File: src/rtl/rr_arb2_pkg.sv
// Shared definitions for the two-source round-robin arbiter stage.
//
// Contents:
//   DATA_W_DEFAULT  default byte-stream width (8)
//   src_e           stream source id; SRC_A=0 / SRC_B=1, same polarity as the mux select
//   other_src()     returns the opposite source, used for round-robin turn taking
package rr_arb2_pkg;

    localparam int DATA_W_DEFAULT = 8;

    typedef enum logic {
        SRC_A = 1'b0,
        SRC_B = 1'b1
    } src_e;

    function automatic src_e other_src(input src_e s);
        return (s == SRC_A) ? SRC_B : SRC_A;
    endfunction

endpackage

File: src/rtl/rr_arb2_stage_mux.sv
// Existing 2:1 data mux used as the datapath select of the arbiter stage.
//
// Ports:
//   a_i    in   DATA_W  input selected when sel_i = 0
//   b_i    in   DATA_W  input selected when sel_i = 1
//   sel_i  in   1       select
//   y_o    out  DATA_W  selected data
module rr_arb2_stage_mux
    import rr_arb2_pkg::*;
#(
    parameter int DATA_W = DATA_W_DEFAULT
) (
    input  logic [DATA_W-1:0] a_i,
    input  logic [DATA_W-1:0] b_i,
    input  logic              sel_i,
    output logic [DATA_W-1:0] y_o
);

    assign y_o = sel_i ? b_i : a_i;

endmodule

File: src/rtl/rr_arb2_stage.sv
// Two-source valid/ready byte-stream arbiter with a one-entry output register.
// Grants at most one source per cycle, alternating between A and B when both
// are valid, and sustains one beat per clock through the output register.
//
// Ports:
//   clk        in   1       rising-edge clock
//   reset_n    in   1       asynchronous active-low reset
//   a_valid_i  in   1       source A has a beat
//   a_data_i   in   DATA_W  source A data
//   a_ready_o  out  1       A beat accepted this cycle
//   b_valid_i  in   1       source B has a beat
//   b_data_i   in   DATA_W  source B data
//   b_ready_o  out  1       B beat accepted this cycle
//   y_valid_o  out  1       output register holds a beat
//   y_data_o   out  DATA_W  held beat data
//   y_src_o    out  1       origin of held beat (0=A, 1=B)
//   y_ready_i  in   1       downstream takes the held beat
module rr_arb2_stage
    import rr_arb2_pkg::*;
#(
    parameter int DATA_W = DATA_W_DEFAULT
) (
    input  logic              clk,
    input  logic              reset_n,
    input  logic              a_valid_i,
    input  logic [DATA_W-1:0] a_data_i,
    output logic              a_ready_o,
    input  logic              b_valid_i,
    input  logic [DATA_W-1:0] b_data_i,
    output logic              b_ready_o,
    output logic              y_valid_o,
    output logic [DATA_W-1:0] y_data_o,
    output logic              y_src_o,
    input  logic              y_ready_i
);

    src_e              last_grant;
    src_e              grant;
    src_e              y_src_q;
    logic              y_valid_q;
    logic [DATA_W-1:0] y_data_q;
    logic [DATA_W-1:0] mux_y;
    logic              can_load;
    logic              accept;

    // The register may take a new beat when it is empty or is being drained
    // this same cycle, which is what gives back-to-back throughput.
    assign can_load = !y_valid_q || y_ready_i;

    // Grant selection: a lone requester always wins so fairness never blocks
    // single-source traffic; on contention the source that did not win the
    // last accepted beat gets its turn. With no requester the grant value is
    // irrelevant because neither ready can assert.
    always_comb begin
        grant = SRC_A;
        if (a_valid_i && b_valid_i) begin
            grant = other_src(last_grant);
        end else if (b_valid_i) begin
            grant = SRC_B;
        end
    end

    assign a_ready_o = can_load && a_valid_i && (grant == SRC_A);
    assign b_ready_o = can_load && b_valid_i && (grant == SRC_B);
    assign accept    = a_ready_o || b_ready_o;

    rr_arb2_stage_mux #(
        .DATA_W (DATA_W)
    ) u_mux (
        .a_i   (a_data_i),
        .b_i   (b_data_i),
        .sel_i (grant),
        .y_o   (mux_y)
    );

    // Output stage and round-robin memory. last_grant resets to B so the
    // first contention goes to A, and only moves on an actual accept so an
    // unaccepted request cannot steal the other source's turn. On a drain
    // with no new beat, data and source are left as they were.
    always_ff @(posedge clk or negedge reset_n) begin
        if (!reset_n) begin
            y_valid_q  <= 1'b0;
            y_data_q   <= '0;
            y_src_q    <= SRC_A;
            last_grant <= SRC_B;
        end else if (accept) begin
            y_valid_q  <= 1'b1;
            y_data_q   <= mux_y;
            y_src_q    <= grant;
            last_grant <= grant;
        end else if (y_ready_i) begin
            y_valid_q  <= 1'b0;
        end
    end

    assign y_valid_o = y_valid_q;
    assign y_data_o  = y_data_q;
    assign y_src_o   = y_src_q;

endmodule
File: config.mk
export PLATFORM = sky130hd
export DESIGN_NAME = rr_arb2_stage
export DESIGN_NICKNAME = d
export VERILOG_FILES = /design/src/rtl/rr_arb2_pkg.sv /design/src/rtl/rr_arb2_stage_mux.sv /design/src/rtl/rr_arb2_stage.sv
export SDC_FILE = /design/constraint.sdc
export NUM_CORES = 1
export LEC_CHECK = 0
export ABC_AREA = 1
export BUFFER_PORTS_ARGS = -buffer_cell sky130_fd_sc_hd__buf_2
export CELL_PAD_IN_SITES_DETAIL_PLACEMENT = 1
export CELL_PAD_IN_SITES_GLOBAL_PLACEMENT = 1
export CORE_MARGIN = 4
export CORE_UTILIZATION = 27
export CTS_CLUSTER_SIZE = 20
export DETAILED_ROUTE_END_ITERATION = 8
export PLACE_DENSITY = 0.73
export SETUP_SLACK_MARGIN = 0.4
export SYNTH_ARGS = -nofsm -noshare
export SYNTH_HDL_FRONTEND = slang
export SYNTH_HIERARCHICAL = 1
export SYNTH_SLANG_ARGS = --single-unit
export TNS_END_PERCENT = 50
File: constraint.sdc
create_clock -name clk -period 1.6 [get_ports clk]
set_input_delay 0.08 -clock clk [delete_from_list [all_inputs] [get_ports clk]]
set_output_delay 0.08 -clock clk [all_outputs]
set_load 0.02 [all_outputs]
==> results of run 1 <==
-- path summary, 6_finish.rpt --
path	slack, ns	endpoint	from	depth (start not counted)
min in group asynchronous	0.21	y_data_o[1]	reset_n	2
min	0.11	y_data_o[0]	a_data_i[0]	5
max reg2reg	0.35	y_data_o[6]	last_grant	8
max	0.31	a_ready_o	last_grant	5
max in group asynchronous	1.12	last_grant	reset_n	2
min reg2reg	0.47	y_src_o	y_src_o	2
-- what timing repair did --
action / 4_1_cts / 5_1_grt
pin swaps: 3 / 1
endpoints found under the setup margin: 10 / 10
buffers inserted: 6 / 0
hold buffers: 1 / 0
resized for setup: 16 / 2
endpoints found under the hold margin: 11 / 0
-- power by group through the flow --
stage	clock, mW	sequential, mW	combinational [mW]
after global routing	0.207	0.372	0.375
after floorplan	0	0.431	0.125
after detailed placement	0	0.367	0.287
after global placement	0	0.365	0.284
after CTS	0.194	0.365	0.336
final	0.186	0.365	0.336
-- cell type report --
cell class,count,share of cell area
clock buffers,4,0.0300
inverters,4,0.0200
multi-input cells,60,0.335
flip-flops and latches,11,0.316
well taps,27,0.0386
repair buffers,39,0.260
-- worst max-delay path: cells and delay by family, from the launching register on --
kind | cells | cell delay [ns]
and+or+nand+nor | 3 | 0.22
DFF | 1 | 0.56
buffers and inverters | 2 | 0.17
-- stage by stage --
stage	cells	area (sq um)	util	setup slack, ns
after floorplan	78	572	-	0.417
final	145	875	0.441	0.314
after detailed placement	134	736	0.371	0.291
after global placement	134	736	0.371	0.362
after global routing	145	875	0.441	0.251
after CTS	145	870	0.439	0.303
-- cell usage in the layout (no fill, tap or decap) --
| cell type | n |
|---|---|
| buf_2 | 30 |
| nand3_4 | 1 |
| dfstp_2 | 1 |
| inv_1 | 1 |
| nand3_1 | 9 |
| nand2_4 | 3 |
| clkbuf_1 | 1 |
| nand2_1 | 41 |
| buf_6 | 2 |
| inv_4 | 1 |
| nor2_4 | 1 |
| nand2_2 | 5 |
| dlygate4sd3_1 | 1 |
| inv_2 | 2 |
| clkbuf_4 | 3 |
| dfrtp_1 | 10 |
| buf_4 | 6 |
-- state kept, by name, indices dropped and copies added (netlist names) --
name        flops
last_grant      1
y_data_o        8
y_src_o         1
y_valid_o       1
-- cells by family after synthesis --
group | count (synthesis) | synth area share
buffers and inverters | 7 | 0.0788
flip-flops | 11 | 0.484
AND/OR/NAND/NOR | 60 | 0.438
-- per-layer routing --
layer,global-route usage,vias to the layer above
li1,-,320
met1,0.166,269
met2,0.210,28
met3,0.0305,2
met4,0.0498,0
met5,0,-
==> results.cfg, run 1 <==
[layout]
antenna-diode-count = 0
nFillCells = 265
fin_nets = 140
drive_above_1_share = 0.466
regArea_sq_um = 277
areaGrowthSynthToFinish_pct = 53.0
multiInputGateArea_sq_um = 293

[grt]
grt_max_degree = 14
antenna_found_initial = 0
grt_pass1_wl_mm = 2.80
grt_usage = 0.130
grt_pass1_vias = 638
grt_overflow = 0

[power_and_ir_drop]
internal_power_mw = 0.562
finalPower_mw = 0.886
p_leak_nw = 0.521
switching_power_mw = 0.324
clock_power_share = 0.209
pwr-share-seq = 0.412
swShare = 0.365
combPwrFrac = 0.379
powerDensity_nw_per_um2 = 1010
ir_drop_uv = 293

[critical_path]
crit_top_cell = nand2_4
cp_data_required_time_ns = 1.52
crit_path_top_delay_cell = dfstp_2
worstPathCellList = nand2_4 > nand2_4 > inv_4 > nor2_4 > buf_6
cp_max_fo = 4
crit_path_end_kind = output port
cpPeakStageDelay_ns = 0.56
start_kind = flip-flop
arrival_ns = 1.21
path_class = flip-flop to output port

[floorplanning]
initial_core_util = 0.289
rows = 16
fp.coreArea_sq_um = 1980
dieWidth_um = 54.0
dieArea_sq_um = 2920
dieHeight_um = 54.0
ioPinCount = 33

[placed_design]
dp_hpwl_mm = 1.24
io_buffers = 32
gp_congestion = 0.738

[clocking]
h-tree-depth = 1
clockBufferDepth = 2
cts_inserted_buffers = 3
cts_sinks = 11
path_clk_slew_ns = 0.07
root_buffer = clkbuf_4
cts_tree = built
insertion_delay_ns = 0.26

[timing]
tns_ns = 0
final-setup-viol-count = 0
slew_viol_final = 0
finalHoldWorstSlack_ns = 0.106
finalHoldViolCount = 0
clock_skew_ns = 0.00280
maxSlewHeadroom = 0.833
finalCritPeriodShare = 0.804
rsz0062_at_grt = true
timing_worst_slew_pin_value_ns = 0.251
finalCriticalPeriod_ns = 1.29
clock.fmax_mhz = 778

[logic_synthesis]
synth_top_area_share = 0.438
synthFlopType = dfrtp_1
synthTopCellsByCount = 46 x nand2_1, 10 x dfrtp_1, 9 x nand3_1
async_flop_share = 1.00
yosys.area.top_type = dfrtp_1
ys_top_cells_by_area = dfrtp_1 44%, nand2_1 30%, nand3_1 7.9%
synth_edf_count = 0
yosysMostFrequentCell = nand2_1
synth.avg_cell_area_sq_um = 7.33
synth_seq_area_share = 0.484
ys_warn_count = 6
syn_inst = 78
synth_nets = 99
netlist_area_sq_um = 572
ys_types = 11
ys_ff_latch = 11

[run_status]
outcome = finished, final reports clean

[drt]
via_per_inst = 4.27
drt_first_pass_iters = 4
wl_per_cell_um = 11.2
wl_met3_um = 148
route.detailed.drc = 0
drt-met1-wl_um = 745
top_layer = met4
detail_route.wirelength_mm = 1.63
met2WireLength_um = 729
first_iter_violations = 5
antenna_left = 0
vias = 619

[flow_run]
max_cap_violations = 0

[min_path]
min_path_type = input port to flip-flop
(Power assumes the default switching activity.)
==> run 2: changes to the inputs <==
--- a/config.mk
+++ b/config.mk
@@ -5,15 +5,15 @@
 export SDC_FILE = /design/constraint.sdc
 export NUM_CORES = 1
 export LEC_CHECK = 0
-export ABC_AREA = 1
+export ABC_AREA = 0
 export BUFFER_PORTS_ARGS = -buffer_cell sky130_fd_sc_hd__buf_2
 export CELL_PAD_IN_SITES_DETAIL_PLACEMENT = 1
 export CELL_PAD_IN_SITES_GLOBAL_PLACEMENT = 1
 export CORE_MARGIN = 4
-export CORE_UTILIZATION = 27
+export CORE_UTILIZATION = 33
 export CTS_CLUSTER_SIZE = 20
 export DETAILED_ROUTE_END_ITERATION = 8
-export PLACE_DENSITY = 0.73
+export PLACE_DENSITY = 0.75
 export SETUP_SLACK_MARGIN = 0.4
 export SYNTH_ARGS = -nofsm -noshare
 export SYNTH_HDL_FRONTEND = slang
==> constraint.sdc (replaced) <==
create_clock -name clk -period 1.2 [get_ports clk]
set_input_delay 0.06 -clock clk [delete_from_list [all_inputs] [get_ports clk]]
set_output_delay 0.06 -clock clk [all_outputs]
set_load 0.02 [all_outputs]
==> results.cfg, run 2 <==
[drt]
wl_per_cell_um = 16.4
drt_first_pass_iters = 1
via_per_inst = 4.55
first_iter_violations = 0
detail_route.wirelength_mm = 1.84
route.detailed.drc = 0
vias = 510
antenna_left = 0

[grt]
grt_pass1_vias = 570
grt_usage = 0.153
antenna_found_initial = 0
grt_max_degree = 12
grt_overflow = 0
grt_pass1_wl_mm = 2.88

[critical_path]
critPathTopFamily = flip-flops
arrival_ns = 1.61
ff2ff_path_depth = 4
crit_path_end_kind = flip-flop
crit_path_top_delay_cell = dfstp_2
cp_max_fo = 7
worstPathCellList = a21boi_4 > buf_12 > mux2_4 > mux2_4
crit_top_cell = mux2_4
start_kind = flip-flop
cp.depth = 4
cpPeakStageDelay_ns = 0.57
path_class = flip-flop to flip-flop
crit_buf_inv = 1
cp_data_required_time_ns = 1.36

[timing]
slew_viol_final = 0
maxSlewHeadroom = 0.835
finalHoldViolCount = 0
clock.fmax_mhz = 689
worst_slack_ns = -0.251
rsz0062_at_grt = true
timing_worst_slew_pin_value_ns = 0.248
finalCriticalPeriod_ns = 1.45
finalCritPeriodShare = 1.21
tns_ns = -2.33
clock_skew_ns = 0.00208
final-setup-viol-count = 10

[logic_synthesis]
synth_nets = 65
synthTopCellsByCount = 16 x mux2_4, 10 x dfrtp_1, 3 x buf_6
ys_types = 16
ys_warn_count = 6
yosys.area.top_type = dfrtp_1
ys_ff_latch = 11
yosysMostFrequentCell = mux2_4
synth_edf_count = 0
synth.avg_cell_area_sq_um = 14.6
synthFlopType = dfrtp_1
ys_top_cells_by_area = dfrtp_1 39%, mux2_4 38%, buf_6 5.3%
netlist_area_sq_um = 641
syn_inst = 44
synth_seq_area_share = 0.432
async_flop_share = 1.00
synth_top_area_share = 0.391

[run_status]
violations = negative setup slack
outcome = finished with violations

[power_and_ir_drop]
p_leak_nw = 0.528
combPwrFrac = 0.440
pwr-share-seq = 0.368
swShare = 0.315
switching_power_mw = 0.430
clock_power_share = 0.191
powerDensity_nw_per_um2 = 1310
internal_power_mw = 0.934
ir_drop_uv = 610

[floorplanning]
dieHeight_um = 52.1
dieArea_sq_um = 2710
rows = 15
initial_core_util = 0.359
fp.coreArea_sq_um = 1780
dieWidth_um = 52.1
ioPinCount = 33

[layout]
layout.cells.non_filler = 112
layout.cells.most_common = buf_2
areaGrowthSynthToFinish_pct = 62.9
drive_above_1_share = 0.770
multiInputGateArea_sq_um = 354
fin_util = 0.585
fin_nets = 109
mostFrequentLayoutCells = 20 x buf_2, 16 x mux2_4, 15 x buf_6
antenna-diode-count = 0
nFillCells = 197
regArea_sq_um = 277
largest_reg_flops = 8

[clocking]
insertion_delay_ns = 0.27
cts_tree = built
root_buffer = clkbuf_4
clockBufferDepth = 2
h-tree-depth = 1
path_clk_slew_ns = 0.07
cts_sinks = 11
cts_inserted_buffers = 3

[placed_design]
io_buffers = 32
place_inst = 103
gp_congestion = 0.680

[min_path]
min_path_cells = 3
min_path_type = input port to flip-flop

[flow_run]
max_cap_violations = 0
## run 2: cell count changes in the layout (fill, tap and decap cells not counted), sizes merged, moves of 2 or more
cell | previous run | this run
a21boi | 0 | 2
a21oi | 0 | 2
buf | 38 | 41
inv | 4 | 1
mux2 | 0 | 16
nand2 | 49 | 2
nand3 | 10 | 1
## run 2: power groups by stage
stage / combinational, mW / sequential [mW] / clock (mW)
after floorplan: 0.218 / 0.562 / 0
after global placement: 0.434 / 0.485 / 0
after detailed placement: 0.445 / 0.488 / 0
after CTS: 0.572 / 0.500 / 0.266
after global routing: 0.632 / 0.515 / 0.294
final: 0.601 / 0.503 / 0.261
## run 2: worst paths after layout
| kind | start | to | slack [ns] |
|---|---|---|---|
| max in group asynchronous | reset_n | last_grant | 0.76 |
| worst max register to register | last_grant | y_data_o[3] | -0.25 |
| min in group asynchronous | reset_n | y_data_o[2] | 0.18 |
| worst max-delay path | last_grant | y_data_o[3] | -0.25 |
| worst min register to register | y_data_o[4] | y_data_o[4] | 0.54 |
| worst min-delay path | a_data_i[7] | y_data_o[7] | 0.14 |
## run 2: worst reg2reg max path, stage by stage (launching register included)
cell,delay [ns]
dfstp_2,0.57
a21boi_4,0.08
buf_12,0.14
mux2_4,0.29
mux2_4,0.26
## run 2: layout make-up
cell class,instances,area share
Inverter,1,0.00600
Sequential cell,11,0.265
Multi-Input combinational cell,29,0.339
Tap cell,25,0.0300
Timing Repair Buffer,42,0.335
Clock buffer,4,0.0252
## run 2: cells by family after synthesis
family,count (synthesis),share of synthesized area
flops,11,0.432
simple gates,7,0.0664
mux,16,0.375
buf+inv,4,0.0586
compound gates,6,0.0684
## run 2: layer usage
layer / part of all wire / track usage
met1: 0.39 / 0.162
met2: 0.56 / 0.289
met3: 0.035 / 0.0201
met4: 0.022 / 0.0786
met5: 0 / 0
## run 2: per-stage QoR
stage	power, mW	setup slack [ns]	hold WS, ns	area, sq um
3_5_place_dp	0.933	-0.446	-0.0584	852
5_1_grt	1.44	-0.298	0.140	1040
3_3_place_gp	0.919	-0.417	-0.0625	852
2_1_floorplan	0.780	-0.185	-0.236	644
6_report	1.36	-0.251	0.142	1040
4_1_cts	1.34	-0.231	0.139	1020
## run 2: repair_timing
action / CTS / global route
endpoints found under the hold margin: 11 / 0
setup endpoints to repair: 22 / 23
hold buffers: 1 / 0
resized for setup: 26 / 8
buffers inserted: 4 / 0
pin swaps: 1 / 2
